[src/rtl/mc_ctrl_pkg.sv]
// rtl/mc_ctrl_pkg.sv - state, opcode, funct, ALU op and mux select codes for the multi-cycle control FSM
package mc_ctrl_pkg;

  localparam int STATE_W = 4;
  localparam int ALU_W   = 3;

  typedef enum logic [3:0] {
    S_FETCH  = 4'd0,
    S_DECODE = 4'd1,
    S_MEMADR = 4'd2,
    S_MEMRD  = 4'd3,
    S_MEMWB  = 4'd4,
    S_MEMWR  = 4'd5,
    S_EXEC   = 4'd6,
    S_ALUWB  = 4'd7,
    S_BRANCH = 4'd8,
    S_JUMP   = 4'd9,
    S_ADDIEX = 4'd10,
    S_ADDIWB = 4'd11
  } state_t;

  localparam logic [5:0] OP_RTYPE = 6'h00;
  localparam logic [5:0] OP_J     = 6'h02;
  localparam logic [5:0] OP_BEQ   = 6'h04;
  localparam logic [5:0] OP_ADDI  = 6'h08;
  localparam logic [5:0] OP_LW    = 6'h23;
  localparam logic [5:0] OP_SW    = 6'h2B;

  localparam logic [5:0] FN_ADD = 6'h20;
  localparam logic [5:0] FN_SUB = 6'h22;
  localparam logic [5:0] FN_AND = 6'h24;
  localparam logic [5:0] FN_OR  = 6'h25;
  localparam logic [5:0] FN_SLT = 6'h2A;

  localparam logic [2:0] ALU_AND = 3'b000;
  localparam logic [2:0] ALU_OR  = 3'b001;
  localparam logic [2:0] ALU_ADD = 3'b010;
  localparam logic [2:0] ALU_SUB = 3'b110;
  localparam logic [2:0] ALU_SLT = 3'b111;

  localparam logic [1:0] SRCB_REGB   = 2'd0;
  localparam logic [1:0] SRCB_FOUR   = 2'd1;
  localparam logic [1:0] SRCB_IMM    = 2'd2;
  localparam logic [1:0] SRCB_IMM_SH = 2'd3;

  localparam logic [1:0] PCSRC_ALU    = 2'd0;
  localparam logic [1:0] PCSRC_ALUOUT = 2'd1;
  localparam logic [1:0] PCSRC_JUMP   = 2'd2;

endpackage

[src/rtl/mc_ctrl_if.sv]
// rtl/mc_ctrl_if.sv - control FSM <-> datapath signal bundle; master = controller, slave = datapath
interface mc_ctrl_if #(
  parameter int STATE_W = 4,
  parameter int ALU_W   = 3
);
  logic [5:0]         opcode;
  logic [5:0]         funct;
  logic               zero;
  logic               mem_ready;
  logic               pc_ce;
  logic               ir_ce;
  logic               mdr_ce;
  logic               reg_we;
  logic               mem_rd;
  logic               mem_wr;
  logic               iord;
  logic               alu_src_a;
  logic [1:0]         alu_src_b;
  logic [ALU_W-1:0]   alu_ctrl;
  logic [1:0]         pc_src;
  logic               reg_dst;
  logic               mem_to_reg;
  logic               illegal;
  logic [STATE_W-1:0] state;

  modport master (
    input  opcode, funct, zero, mem_ready,
    output pc_ce, ir_ce, mdr_ce, reg_we, mem_rd, mem_wr, iord, alu_src_a, alu_src_b,
           alu_ctrl, pc_src, reg_dst, mem_to_reg, illegal, state
  );

  modport slave (
    output opcode, funct, zero, mem_ready,
    input  pc_ce, ir_ce, mdr_ce, reg_we, mem_rd, mem_wr, iord, alu_src_a, alu_src_b,
           alu_ctrl, pc_src, reg_dst, mem_to_reg, illegal, state
  );
endinterface

[src/rtl/mc_alu_dec.sv]
// rtl/mc_alu_dec.sv - R-type funct to ALU operation decode, flags unsupported funct codes
module mc_alu_dec
  import mc_ctrl_pkg::*;
(
  input  logic [5:0] funct_i,
  output logic [2:0] alu_ctrl_o,
  output logic       funct_ok_o
);

  always_comb begin
    alu_ctrl_o = ALU_ADD;
    funct_ok_o = 1'b1;
    case (funct_i)
      FN_ADD:  alu_ctrl_o = ALU_ADD;
      FN_SUB:  alu_ctrl_o = ALU_SUB;
      FN_AND:  alu_ctrl_o = ALU_AND;
      FN_OR:   alu_ctrl_o = ALU_OR;
      FN_SLT:  alu_ctrl_o = ALU_SLT;
      default: funct_ok_o = 1'b0;
    endcase
  end

endmodule

[src/rtl/mc_ctrl.sv]
// rtl/mc_ctrl.sv - multi-cycle CPU main control FSM (R-type, lw, sw, beq, j, addi)
// MC_CTRL_MEM_WAIT_EN: memory states stall on mem_ready; otherwise each lasts one cycle.
module mc_ctrl
  import mc_ctrl_pkg::*;
#(
  parameter int STATE_W = 4,
  parameter int ALU_W   = 3
) (
  input  logic       clk,
  input  logic       rst,
  mc_ctrl_if.master  bus
);

  state_t     state_q, state_d;
  logic       mem_go;
  logic [2:0] dec_alu_ctrl;
  logic       dec_funct_ok;

  logic       pc_ce, ir_ce, mdr_ce, reg_we, mem_rd, mem_wr;
  logic       iord, alu_src_a, reg_dst, mem_to_reg, illegal;
  logic [1:0] alu_src_b, pc_src;
  logic [2:0] alu_ctrl;

`ifdef MC_CTRL_MEM_WAIT_EN
  assign mem_go = bus.mem_ready;
`else
  logic unused_mem_ready;
  assign unused_mem_ready = bus.mem_ready;
  assign mem_go = 1'b1;
`endif

  mc_alu_dec u_alu_dec (
    .funct_i    (bus.funct),
    .alu_ctrl_o (dec_alu_ctrl),
    .funct_ok_o (dec_funct_ok)
  );

  always_ff @(posedge clk or negedge rst) begin
    if (!rst) state_q <= S_FETCH;
    else      state_q <= state_d;
  end

  always_comb begin
    state_d    = state_q;
    pc_ce      = 1'b0;
    ir_ce      = 1'b0;
    mdr_ce     = 1'b0;
    reg_we     = 1'b0;
    mem_rd     = 1'b0;
    mem_wr     = 1'b0;
    iord       = 1'b0;
    alu_src_a  = 1'b0;
    alu_src_b  = SRCB_REGB;
    alu_ctrl   = ALU_AND;
    pc_src     = PCSRC_ALU;
    reg_dst    = 1'b0;
    mem_to_reg = 1'b0;
    illegal    = 1'b0;

    case (state_q)
      S_FETCH: begin
        mem_rd    = 1'b1;
        ir_ce     = mem_go;
        pc_ce     = mem_go;
        alu_src_b = SRCB_FOUR;
        alu_ctrl  = ALU_ADD;
        pc_src    = PCSRC_ALU;
        if (mem_go) state_d = S_DECODE;
      end
      S_DECODE: begin
        // ALUOut captures the branch target here so BRANCH can use the ALU for the compare
        alu_src_b = SRCB_IMM_SH;
        alu_ctrl  = ALU_ADD;
        case (bus.opcode)
          OP_LW, OP_SW: state_d = S_MEMADR;
          OP_BEQ:       state_d = S_BRANCH;
          OP_J:         state_d = S_JUMP;
          OP_ADDI:      state_d = S_ADDIEX;
          OP_RTYPE: begin
            state_d = dec_funct_ok ? S_EXEC : S_FETCH;
            illegal = !dec_funct_ok;
          end
          default: begin
            state_d = S_FETCH;
            illegal = 1'b1;
          end
        endcase
      end
      S_MEMADR: begin
        alu_src_a = 1'b1;
        alu_src_b = SRCB_IMM;
        alu_ctrl  = ALU_ADD;
        state_d   = (bus.opcode == OP_SW) ? S_MEMWR : S_MEMRD;
      end
      S_MEMRD: begin
        iord   = 1'b1;
        mem_rd = 1'b1;
        mdr_ce = mem_go;
        if (mem_go) state_d = S_MEMWB;
      end
      S_MEMWB: begin
        reg_we     = 1'b1;
        mem_to_reg = 1'b1;
        state_d    = S_FETCH;
      end
      S_MEMWR: begin
        iord   = 1'b1;
        mem_wr = 1'b1;
        if (mem_go) state_d = S_FETCH;
      end
      S_EXEC: begin
        alu_src_a = 1'b1;
        alu_ctrl  = dec_alu_ctrl;
        state_d   = S_ALUWB;
      end
      S_ALUWB: begin
        reg_we  = 1'b1;
        reg_dst = 1'b1;
        state_d = S_FETCH;
      end
      S_BRANCH: begin
        alu_src_a = 1'b1;
        alu_ctrl  = ALU_SUB;
        pc_src    = PCSRC_ALUOUT;
        pc_ce     = bus.zero;
        state_d   = S_FETCH;
      end
      S_JUMP: begin
        pc_src  = PCSRC_JUMP;
        pc_ce   = 1'b1;
        state_d = S_FETCH;
      end
      S_ADDIEX: begin
        alu_src_a = 1'b1;
        alu_src_b = SRCB_IMM;
        alu_ctrl  = ALU_ADD;
        state_d   = S_ADDIWB;
      end
      S_ADDIWB: begin
        reg_we  = 1'b1;
        state_d = S_FETCH;
      end
      default: state_d = S_FETCH;
    endcase

    // Reset must silence the FETCH decode immediately, not one edge later
    if (!rst) begin
      pc_ce      = 1'b0;
      ir_ce      = 1'b0;
      mdr_ce     = 1'b0;
      reg_we     = 1'b0;
      mem_rd     = 1'b0;
      mem_wr     = 1'b0;
      iord       = 1'b0;
      alu_src_a  = 1'b0;
      alu_src_b  = SRCB_REGB;
      alu_ctrl   = ALU_AND;
      pc_src     = PCSRC_ALU;
      reg_dst    = 1'b0;
      mem_to_reg = 1'b0;
      illegal    = 1'b0;
    end
  end

  assign bus.pc_ce      = pc_ce;
  assign bus.ir_ce      = ir_ce;
  assign bus.mdr_ce     = mdr_ce;
  assign bus.reg_we     = reg_we;
  assign bus.mem_rd     = mem_rd;
  assign bus.mem_wr     = mem_wr;
  assign bus.iord       = iord;
  assign bus.alu_src_a  = alu_src_a;
  assign bus.alu_src_b  = alu_src_b;
  assign bus.alu_ctrl   = ALU_W'(alu_ctrl);
  assign bus.pc_src     = pc_src;
  assign bus.reg_dst    = reg_dst;
  assign bus.mem_to_reg = mem_to_reg;
  assign bus.illegal    = illegal;
  assign bus.state      = STATE_W'(state_q);

endmodule

[src/flat_wrapper.sv]
// flat-port wrapper written by rule: the top's interface ports become plain ports
module mc_ctrl_flat import mc_ctrl_pkg::*;
#(
  parameter int STATE_W = 4,
  parameter int ALU_W   = 3
)
  (clk, rst, bus_opcode, bus_funct, bus_zero, bus_mem_ready, bus_pc_ce, bus_ir_ce, bus_mdr_ce, bus_reg_we, bus_mem_rd, bus_mem_wr, bus_iord, bus_alu_src_a, bus_alu_src_b, bus_alu_ctrl, bus_pc_src, bus_reg_dst, bus_mem_to_reg, bus_illegal, bus_state);
  mc_ctrl_if #(.STATE_W(STATE_W), .ALU_W(ALU_W)) bus_i ();
  input  logic clk;
  input  logic rst;
  input wire logic [$bits(bus_i.opcode)-1:0] bus_opcode;
  input wire logic [$bits(bus_i.funct)-1:0] bus_funct;
  input wire logic [$bits(bus_i.zero)-1:0] bus_zero;
  input wire logic [$bits(bus_i.mem_ready)-1:0] bus_mem_ready;
  output wire logic [$bits(bus_i.pc_ce)-1:0] bus_pc_ce;
  output wire logic [$bits(bus_i.ir_ce)-1:0] bus_ir_ce;
  output wire logic [$bits(bus_i.mdr_ce)-1:0] bus_mdr_ce;
  output wire logic [$bits(bus_i.reg_we)-1:0] bus_reg_we;
  output wire logic [$bits(bus_i.mem_rd)-1:0] bus_mem_rd;
  output wire logic [$bits(bus_i.mem_wr)-1:0] bus_mem_wr;
  output wire logic [$bits(bus_i.iord)-1:0] bus_iord;
  output wire logic [$bits(bus_i.alu_src_a)-1:0] bus_alu_src_a;
  output wire logic [$bits(bus_i.alu_src_b)-1:0] bus_alu_src_b;
  output wire logic [$bits(bus_i.alu_ctrl)-1:0] bus_alu_ctrl;
  output wire logic [$bits(bus_i.pc_src)-1:0] bus_pc_src;
  output wire logic [$bits(bus_i.reg_dst)-1:0] bus_reg_dst;
  output wire logic [$bits(bus_i.mem_to_reg)-1:0] bus_mem_to_reg;
  output wire logic [$bits(bus_i.illegal)-1:0] bus_illegal;
  output wire logic [$bits(bus_i.state)-1:0] bus_state;
  assign bus_i.opcode = bus_opcode;
  assign bus_i.funct = bus_funct;
  assign bus_i.zero = bus_zero;
  assign bus_i.mem_ready = bus_mem_ready;
  assign bus_pc_ce = bus_i.pc_ce;
  assign bus_ir_ce = bus_i.ir_ce;
  assign bus_mdr_ce = bus_i.mdr_ce;
  assign bus_reg_we = bus_i.reg_we;
  assign bus_mem_rd = bus_i.mem_rd;
  assign bus_mem_wr = bus_i.mem_wr;
  assign bus_iord = bus_i.iord;
  assign bus_alu_src_a = bus_i.alu_src_a;
  assign bus_alu_src_b = bus_i.alu_src_b;
  assign bus_alu_ctrl = bus_i.alu_ctrl;
  assign bus_pc_src = bus_i.pc_src;
  assign bus_reg_dst = bus_i.reg_dst;
  assign bus_mem_to_reg = bus_i.mem_to_reg;
  assign bus_illegal = bus_i.illegal;
  assign bus_state = bus_i.state;
  mc_ctrl #(.STATE_W(STATE_W), .ALU_W(ALU_W)) u_core (.clk(clk), .rst(rst), .bus(bus_i));
endmodule
[config.mk]
export PLATFORM = sky130hd
export DESIGN_NAME = mc_ctrl_flat
export DESIGN_NICKNAME = d
export VERILOG_FILES = /design/src/rtl/mc_ctrl_pkg.sv /design/src/rtl/mc_ctrl_if.sv /design/src/rtl/mc_alu_dec.sv /design/src/rtl/mc_ctrl.sv /design/src/flat_wrapper.sv
export SDC_FILE = /design/constraint.sdc
export NUM_CORES = 1
export LEC_CHECK = 0
export BUFFER_PORTS_ARGS = -buffer_cell sky130_fd_sc_hd__buf_2
export CAP_MARGIN = 20
export CORE_UTILIZATION = 30
export CTS_CLUSTER_DIAMETER = 100
export DETAILED_ROUTE_END_ITERATION = 6
export SKIP_LAST_GASP = 1
export SYNTH_ARGS = -nofsm -noshare
export SYNTH_HDL_FRONTEND = slang
export SYNTH_SLANG_ARGS = --single-unit
[constraint.sdc]
create_clock -name clk -period 1.4 [get_ports clk]
set_input_delay 0.14 -clock clk [delete_from_list [all_inputs] [get_ports clk]]
set_output_delay 0.14 -clock clk [all_outputs]
set_load 0.02 [all_outputs]
**Yosys cells after proc, flatten, opt, wreduce, memory -nomap -nowiden**

Index checks and enable logic that the tools add are counted.

- Reduce and logical (&&, ||, !) cells: 13
- Eq/ne operators: 21
- Muxes and demuxes: 35

Operator list:

| operator | count |
|---|---|
| equality test 6 bit, second input constant | 7 |
| one-hot mux 4 bit (6 select lines) | 1 |
| two-way mux 1 bit | 22 |
| one-hot mux 4 bit (5 select lines) | 1 |
| equality test 4 x 3 -> 1 bit, second input constant | 4 |
| equality test 4 bit, second input constant | 4 |
| one-hot mux 3 bit (4 select lines) | 1 |
| OR reduction 2 bit | 5 |
| OR reduction 5 bit | 2 |
| two-way mux 3 bit | 3 |
| one-hot mux 3 bit (3 select lines) | 1 |
| equality test 4 x 2 -> 1 bit, second input constant | 2 |
| OR reduction 4 bit | 2 |
| equality test 6 x 2 -> 1 bit, second input constant | 1 |
| equality test 6 x 3 -> 1 bit, second input constant | 1 |
| equality test 6 x 4 -> 1 bit, second input constant | 1 |
| zero test 6 bit | 1 |
| one-hot mux 2 bit (3 select lines) | 1 |
| equality test 4 x 1 -> 1 bit, second input constant | 1 |
| zero test 4 bit | 1 |
| two-way mux 2 bit | 2 |
| one-hot mux 1 bit (2 select lines) | 2 |
| one-hot mux 2 bit (2 select lines) | 1 |
| OR reduction 3 bit | 1 |
| zero test 1 bit | 1 |

- Logic and storage cells: 70
- Output and inout bits: 22
- Register bits: 4

**Depth between registers and ports, before layout**

Gate-level depths: netlist of run 1.

- Word-level depth: 7
- Mapped depth: 5

**By module**

Synthesis of run 1 repeated with hierarchy kept, for this count alone.

- Cells, all modules: 92
- Area, all modules: 666.9 um^2

Modules (own cells, without submodules):

| module | area each (um^2) | seq. area each (um^2) | cells an instance | times used |
|---|---|---|---|---|
| mc_ctrl | 580.6 | 100.1 | 83 | 1 |
| mc_alu_dec | 86.3 | 0.0 | 9 | 1 |

**Least setup slack after synthesis of run 1**

Ideal clock, no wire load.

- Kind: register to output
- Start point: register u_core.state_q[1], in the netlist u_core.bus.state[1]
- End point: output bus_illegal
- Buffers on the path: 1
- Arrival time: 2.178 ns
- Cell stages (with the launch flop): 6
- Data required time: 1.260 ns
- Setup slack: -0.918 ns
- Cells stage by stage: dfrtp_1 buf_6 nand2b_1 nor3_1 nand2_1 nor4b_1

- Word-level cells in the longest chain between the ends: 3

Ends and longest elaborated chain:

| what | line | RTL |
|---|---|---|
| start, declared | mc_ctrl.sv:14 | `state_t state_q, state_d;` |
| start signal, assigned | mc_ctrl.sv:40 | `else state_q <= state_d;` |
| equality test 4 x 1 -> 1 bit | mc_ctrl.sv:60 | `case (state_q)` |
| two-way mux 1 bit | mc_ctrl.sv:60 |  |
| two-way mux 1 bit | mc_ctrl.sv:147 | `if (!rst) begin` |
| end, declared | flat_wrapper.sv:28 | `output wire logic [$bits(bus_i.illegal)-1:0] bus_illegal;` |

Every way passes these cells.

**Worst setup path in the final report of run 1**

- Start point: register u_core.state_q[3], in the netlist u_core.bus.state[3]
- End point: output bus_alu_src_b[1]

- Word-level cells in the longest chain between the ends: 4
- Elaborated cells between the ends (all ways): 7
- Classes of those cells: eq/ne (3); mux (2); reduce/logical (2)

Ends and longest elaborated chain:

| what | line | RTL |
|---|---|---|
| equality test 4 x 2 -> 1 bit / equality test 4 bit (equally long branches) | mc_ctrl.sv:60 |  |
| OR reduction 2 bit (no source line) | - |  |
| one-hot mux 2 bit (3 select lines) (*) | mc_ctrl.sv:60 |  |
| two-way mux 2 bit (*) | mc_ctrl.sv:147 |  |
| end, declared | flat_wrapper.sv:23 | `output wire logic [$bits(bus_i.alu_src_b)-1:0] bus_alu_src_b;` |

Mark *: on every way between the ends. The rest lies on a longest branch, timed or not.

==> flow_summary.toml, run 1 <==
[job]
cap_violations = 0

[grt]
gr-total-overflow = 0
antenna_found_initial = 0
grt_max_degree = 9
grt_usage_pct = 21.9
first_global_vias = 938
grt_pass1_wl_mm = 4.11

[timing]
period_minus_slack_ps = 1650
timing.final.ws_setup_ps = -252
worst_slew_pin_slew_ps = 366
finalHoldViolations = 0
timing.slew.headroom_pct = 75.6
finalSetupViolCount = 17
grt_setup_unrepaired = "true"
period_share_pct = 118
drv_slew = 0
skew_ps = 10.5
fin_tns_setup_ps = -2300
fmax_mhz = 605

[setup_path]
worstSetupEndpointType = "output pin"
crit_chain = "inv_4, buf_4, buf_4, a21oi_1, nor3b_2, buf_2"
critPathKind = "flop to output pin"
path_depth = 6
crit_slowest_cell = "dfrtp_2"
cp_common_cell = "buf_4"
path_delay_family = "buffers and inverters"
rr_endpoint = "u_core.bus.state[3]"
worstPathMaxFanout = 8
r2r_slack_ps = 30
r2r_cells = 5
startpoint = "u_core.bus.state[3]"
worst-path-buf-inv = 4
startpoint_type = "flop"
critical_path.max_stage_delay_ps = 470
required_ps = 1260
worstPathArrival_ps = 1510
r2r-start = "u_core.bus.state[0]"
cp-endpoint = "bus_alu_src_b[1]"

[cts]
htree_levels = 1
root_buffer = "clkbuf_4"
clk_latency_ps = 240
cts_tree = "built"
clkTransAtPathRegs_ps = 30
cts.sinks = 4
numCtsBuffers = 3
clk_path_buf_depth = 2

[place]
port-buffer-count = 36
routabilityCongestion = 0.820
dpl.hpwl_mm = 1.67

[layout]
layout_common_cells = "buf_4, buf_2, buf_6, nor2_1"
multi_input_area_sq_um = 684
area.growth.synth_to_final_pct = 128
nets = 184
finish.utilization_pct = 74.8
n_fill_cell = 137
final_common_cell = "buf_4"
seqCellArea_sq_um = 105
largest_register_ffs = 4
drive_above_1_share_pct = 74.3
diodes = 0

[die]
dieArea_sq_um = 2410
start_util_pct = 32.9
row_count = 16
ioPinCount = 38
fp.dieH_microns = 49.1
coreArea_sq_um = 2020
die_w_microns = 49.1

[outcome]
violations = "setup timing"
outcome = "finished with violations"

[power]
p_leak_uw = 0.000678
ir_worst_vdd_uv = 706
cellPowerDensity_nw_per_um2 = 816

[drt]
detail-route-antenna-nets = 0
drc = 0
via_per_inst = 5.20
wirelength_mm = 2.91
first_iter_violations = 20
via_count = 1009
dr.pass1.iters = 4
wl_per_cell_microns = 15.0

[synthesis]
synth_area_per_cell_sq_um = 7.64
ys_ff_latch = 4
synth_area_sq_um = 664
ys_warn_count = 0
synth.distinct_cells = 40
synth_cells = 87
synth_nets = 103
seq_area_frac_synth_pct = 15.1

[min_path]
hp-class = "input port to flop"
[repair_timing]
action	in CTS	in global routing
pin swaps	11	5
buffers inserted	13	4
hold buffers	1	0
endpoints found under the setup margin	17	18
gates resized for setup	47	24
cloned	0	0
hold endpoints to repair	4	0
[final cells by class]
class | count | area share, %
clock buffers | 4 | 1.74
multi-input cells | 73 | 45.2
repair buffers | 82 | 42.5
well taps | 27 | 2.23
flip-flops and latches | 4 | 6.95
inverters | 4 | 1.32
[kinds of logic (layout without fill, tap and decap cells)]
| kind of cell | Yosys count | count (layout) | synth area share (%) |
|---|---|---|---|
| compound gates | 21 | 21 | 23.0 |
| xor+xnor | 1 | 1 | 1.32 |
| fa+ha+maj | 1 | 1 | 1.51 |
| buf+inv | 10 | 90 | 12.4 |
| flops | 4 | 4 | 15.1 |
| mux | 1 | 1 | 1.69 |
| simple gates | 49 | 49 | 45.0 |
[Yosys cell counts, drive strengths merged]
cell type	instances	area, sq um
nand4	2	12.5
dfrtp	4	100
o22ai	2	12.5
nand2b	3	18.8
a41o	1	10.0
mux2	1	11.3
nor4	2	27.5
nand3	2	10.0
and3	2	13.8
or3	1	6.26
or4b	1	13.8
o21ai	2	10.0
or4	1	11.3
o21a	2	15.0
and2b	1	7.51
a22oi	1	7.51
xor2	1	8.76
o31ai	1	7.51
and2	1	6.26
a2111oi	3	32.5
o211ai	1	7.51
nor3b	5	37.5
a211oi	1	7.51
nor3	6	30.0
a21oi	6	33.8
nand2	6	22.5
maj3	1	10.0
nand4b	1	8.76
o32ai	1	8.76
nor2	10	37.5
nand3b	1	7.51
or2	1	6.26
nor2b	2	12.5
inv	4	15.0
buf	6	67.6
nor4b	1	8.76
[through the flow]
stage | cell area [sq um] | power, uW | hold WS (ps) | std cells | setup WS [ps]
floorplan | 736 | 564 | -156 | 87 | -302
global placement | 1090 | 748 | 111 | 172 | -134
global route | 1510 | 1300 | 347 | 194 | -290
detailed placement | 1090 | 756 | 105 | 172 | -193
CTS | 1390 | 1150 | 335 | 190 | -164
finish | 1510 | 1230 | 343 | 194 | -252
[worst register-to-register path: stages, from the launching register on]
cell and delay [ps]:
dfrtp_2 430, buf_6 140, buf_4 120, nand2b_4 80, or3_1 350, a21oi_1 160
[how the worst min path moves through the flow]
| stage | from | endpoint | slack [ps] | depth (start not counted) |
|---|---|---|---|---|
| finish | bus_opcode[4] | u_core.bus.state[0] | 340 | 5 |
| global route | bus_opcode[1] | u_core.bus.state[0] | 350 | 4 |
| CTS | bus_opcode[1] | u_core.bus.state[0] | 340 | 4 |
| detailed placement | rst | u_core.bus.state[0] | 110 | 2 |
| global placement | rst | u_core.bus.state[0] | 110 | 2 |
| floorplan | rst | u_core.bus.state[0] | -160 | 0 |
[power by group]
group          switching, uW  internal, uW
Clock                   50.0           107
Sequential              40.1           136
Combinational            458           442
Total                    548           686
[layer usage]
metal  routed length [microns]  vias up  global-route usage [%]  share of wire, %
met5                         0        -                       0                 0
met4                        89        0                    8.33               3.1
met3                        92        6                    4.05               3.2
met2                      1590       37                    41.6                55
met1                      1140      476                    23.3                39
li1                          -      490                       -                 -
(Power assumes the default switching activity.)
==> run 2: changes to the inputs <==
==> constraint.sdc (replaced) <==
create_clock -name clk -period 1.4 [get_ports clk]
set_input_delay 0.07 -clock clk [delete_from_list [all_inputs] [get_ports clk]]
set_output_delay 0.07 -clock clk [all_outputs]
set_load 0.02 [all_outputs]
==> flow_summary.toml, run 2 (same netlist as run 1, synthesis figures left out) <==
[grt]
grt_usage_pct = 18.2
grt_pass1_wl_mm = 3.48
gr-total-overflow = 0
first_global_vias = 842
grt_max_degree = 10
antenna_found_initial = 0

[timing]
fmax_mhz = 654
finalSetupViolCount = 15
period_minus_slack_ps = 1530
finalHoldViolations = 0
period_share_pct = 109
grt_setup_unrepaired = "true"
timing.final.ws_setup_ps = -129
drv_slew = 0
skew_ps = 16.5
fin_tns_setup_ps = -1190
worst_slew_pin_slew_ps = 385
timing.slew.headroom_pct = 74.3

[die]
fp.dieH_microns = 49.1
dieArea_sq_um = 2410
ioPinCount = 38
coreArea_sq_um = 2020
die_w_microns = 49.1
row_count = 16
start_util_pct = 32.9

[place]
routabilityCongestion = 0.798
dpl.hpwl_mm = 1.62
dpl_cell_area_sq_um = 1070
port-buffer-count = 36

[layout]
finalInstanceArea_sq_um = 1290
final_common_cell = "buf_4"
largest_register_ffs = 4
diodes = 0
multi_input_area_sq_um = 598
nets = 171
layout_common_cells = "buf_4, buf_2, nor2_1, buf_6"
n_fill_cell = 183
seqCellArea_sq_um = 105
area.growth.synth_to_final_pct = 94.0
drive_above_1_share_pct = 64.9

[power]
p_leak_uw = 0.000592
ir_worst_vdd_uv = 591
cellPowerDensity_nw_per_um2 = 793

[cts]
cts_tree = "built"
clkTransAtPathRegs_ps = 50
root_buffer = "clkbuf_4"
clk_latency_ps = 240
cts.sinks = 4
numCtsBuffers = 3
htree_levels = 1
clk_path_buf_depth = 2

[min_path]
min_to = "u_core.bus.state[0]"
hp-class = "input port to flop"
hold-path-cell-count = 4
worstHoldStart = "bus_opcode[5]"

[drt]
wl_per_cell_microns = 12.0
dr.pass1.iters = 5
first_iter_violations = 9
drc = 0
detail-route-antenna-nets = 0
via_per_inst = 5.14
via_count = 931
wirelength_mm = 2.18

[setup_path]
startpoint_type = "flop"
r2r_cells = 4
worstSetupEndpointType = "output pin"
required_ps = 1330
critical_path.max_stage_delay_ps = 450
r2r-start = "u_core.bus.state[1]"
r2r_slack_ps = 30
critPathKind = "flop to output pin"
rr_endpoint = "u_core.bus.state[3]"
path_delay_family = "flip-flops"
crit_slowest_cell = "dfrtp_2"
worstPathMaxFanout = 7
worst-path-buf-inv = 2
worstPathArrival_ps = 1460
crit_chain = "buf_12, nand2b_1, nor3_4, a41o_1, buf_2"

[outcome]
outcome = "finished with violations"
violations = "setup timing"

[job]
cap_violations = 0
==> run 2: cell count changes in the layout (fill, tap and decap cells not counted), moves of 2 or more <==
cell / delta
nor2_4: -3
nor2_1: +3
nand2b_4: -2
buf_2: +2
buf_6: -12
nand2_1: +2
buf_4: -4
nand2b_1: +2
==> run 2: worst min-delay path, cell delays in order <==
cell     delay (ps)
buf_2           110
nor3_1           60
nand4_1          90
o22ai_1          70
==> run 2: worst max-delay path by stage <==
stage | cells past startpoint | endpoint | slack [ps] | startpoint
after global placement | 6 | u_core.bus.state[1] | -20 | bus_opcode[1]
after global routing | 6 | bus_alu_ctrl[1] | -190 | u_core.bus.state[1]
after detailed placement | 6 | u_core.bus.state[1] | -50 | bus_opcode[1]
after CTS | 5 | bus_reg_we | -120 | u_core.bus.state[3]
final | 5 | bus_alu_ctrl[2] | -130 | u_core.bus.state[2]
after floorplan | 5 | bus_illegal | -230 | u_core.bus.state[1]
==> run 2: repair_timing <==
action | 4_1_cts | 5_1_grt
endpoints found under the setup margin | 16 | 18
setup buffers | 6 | 4
hold buffers | 1 | 0
pin swaps | 7 | 4
gates resized for setup | 22 | 19
hold endpoints to repair | 4 | 0
==> run 2: per-layer routing <==
metal  part of all wire [%]  wire length, microns  GRT usage, %
met5                      0                     0             0
met3                    4.8                   104          2.18
met1                     43                   938          21.9
met2                     52                  1140          33.6
met4                      0                     0          4.41
==> run 2: final cells by class <==
class	count	share of cell area, %
repair buffers	69	39.4
multi-input cells	73	46.4
flip-flops and latches	4	8.16
well taps	27	2.62
clock buffers	4	2.04
inverters	4	1.36
==> run 2: where the power goes <==
group / switching (uW) / total (uW) / internal (uW) / leakage, uW
combinational: 357 / 684 / 327 / 0.000530
clock: 51.4 / 159 / 107 / 0.0000150
sequential: 42.7 / 179 / 136 / 0.0000476
==> run 2: stage by stage <==
stage	cells	hold slack (ps)	total power [uW]	setup slack (ps)	utilization [%]
floorplan	87	-226	559	-232	-
global placement	168	29.9	718	-22.9	52.8
global route	181	246	1090	-191	63.7
CTS	179	205	993	-124	60.1
finish	181	206	1020	-129	63.7
detailed placement	168	33.2	722	-49.6	52.8
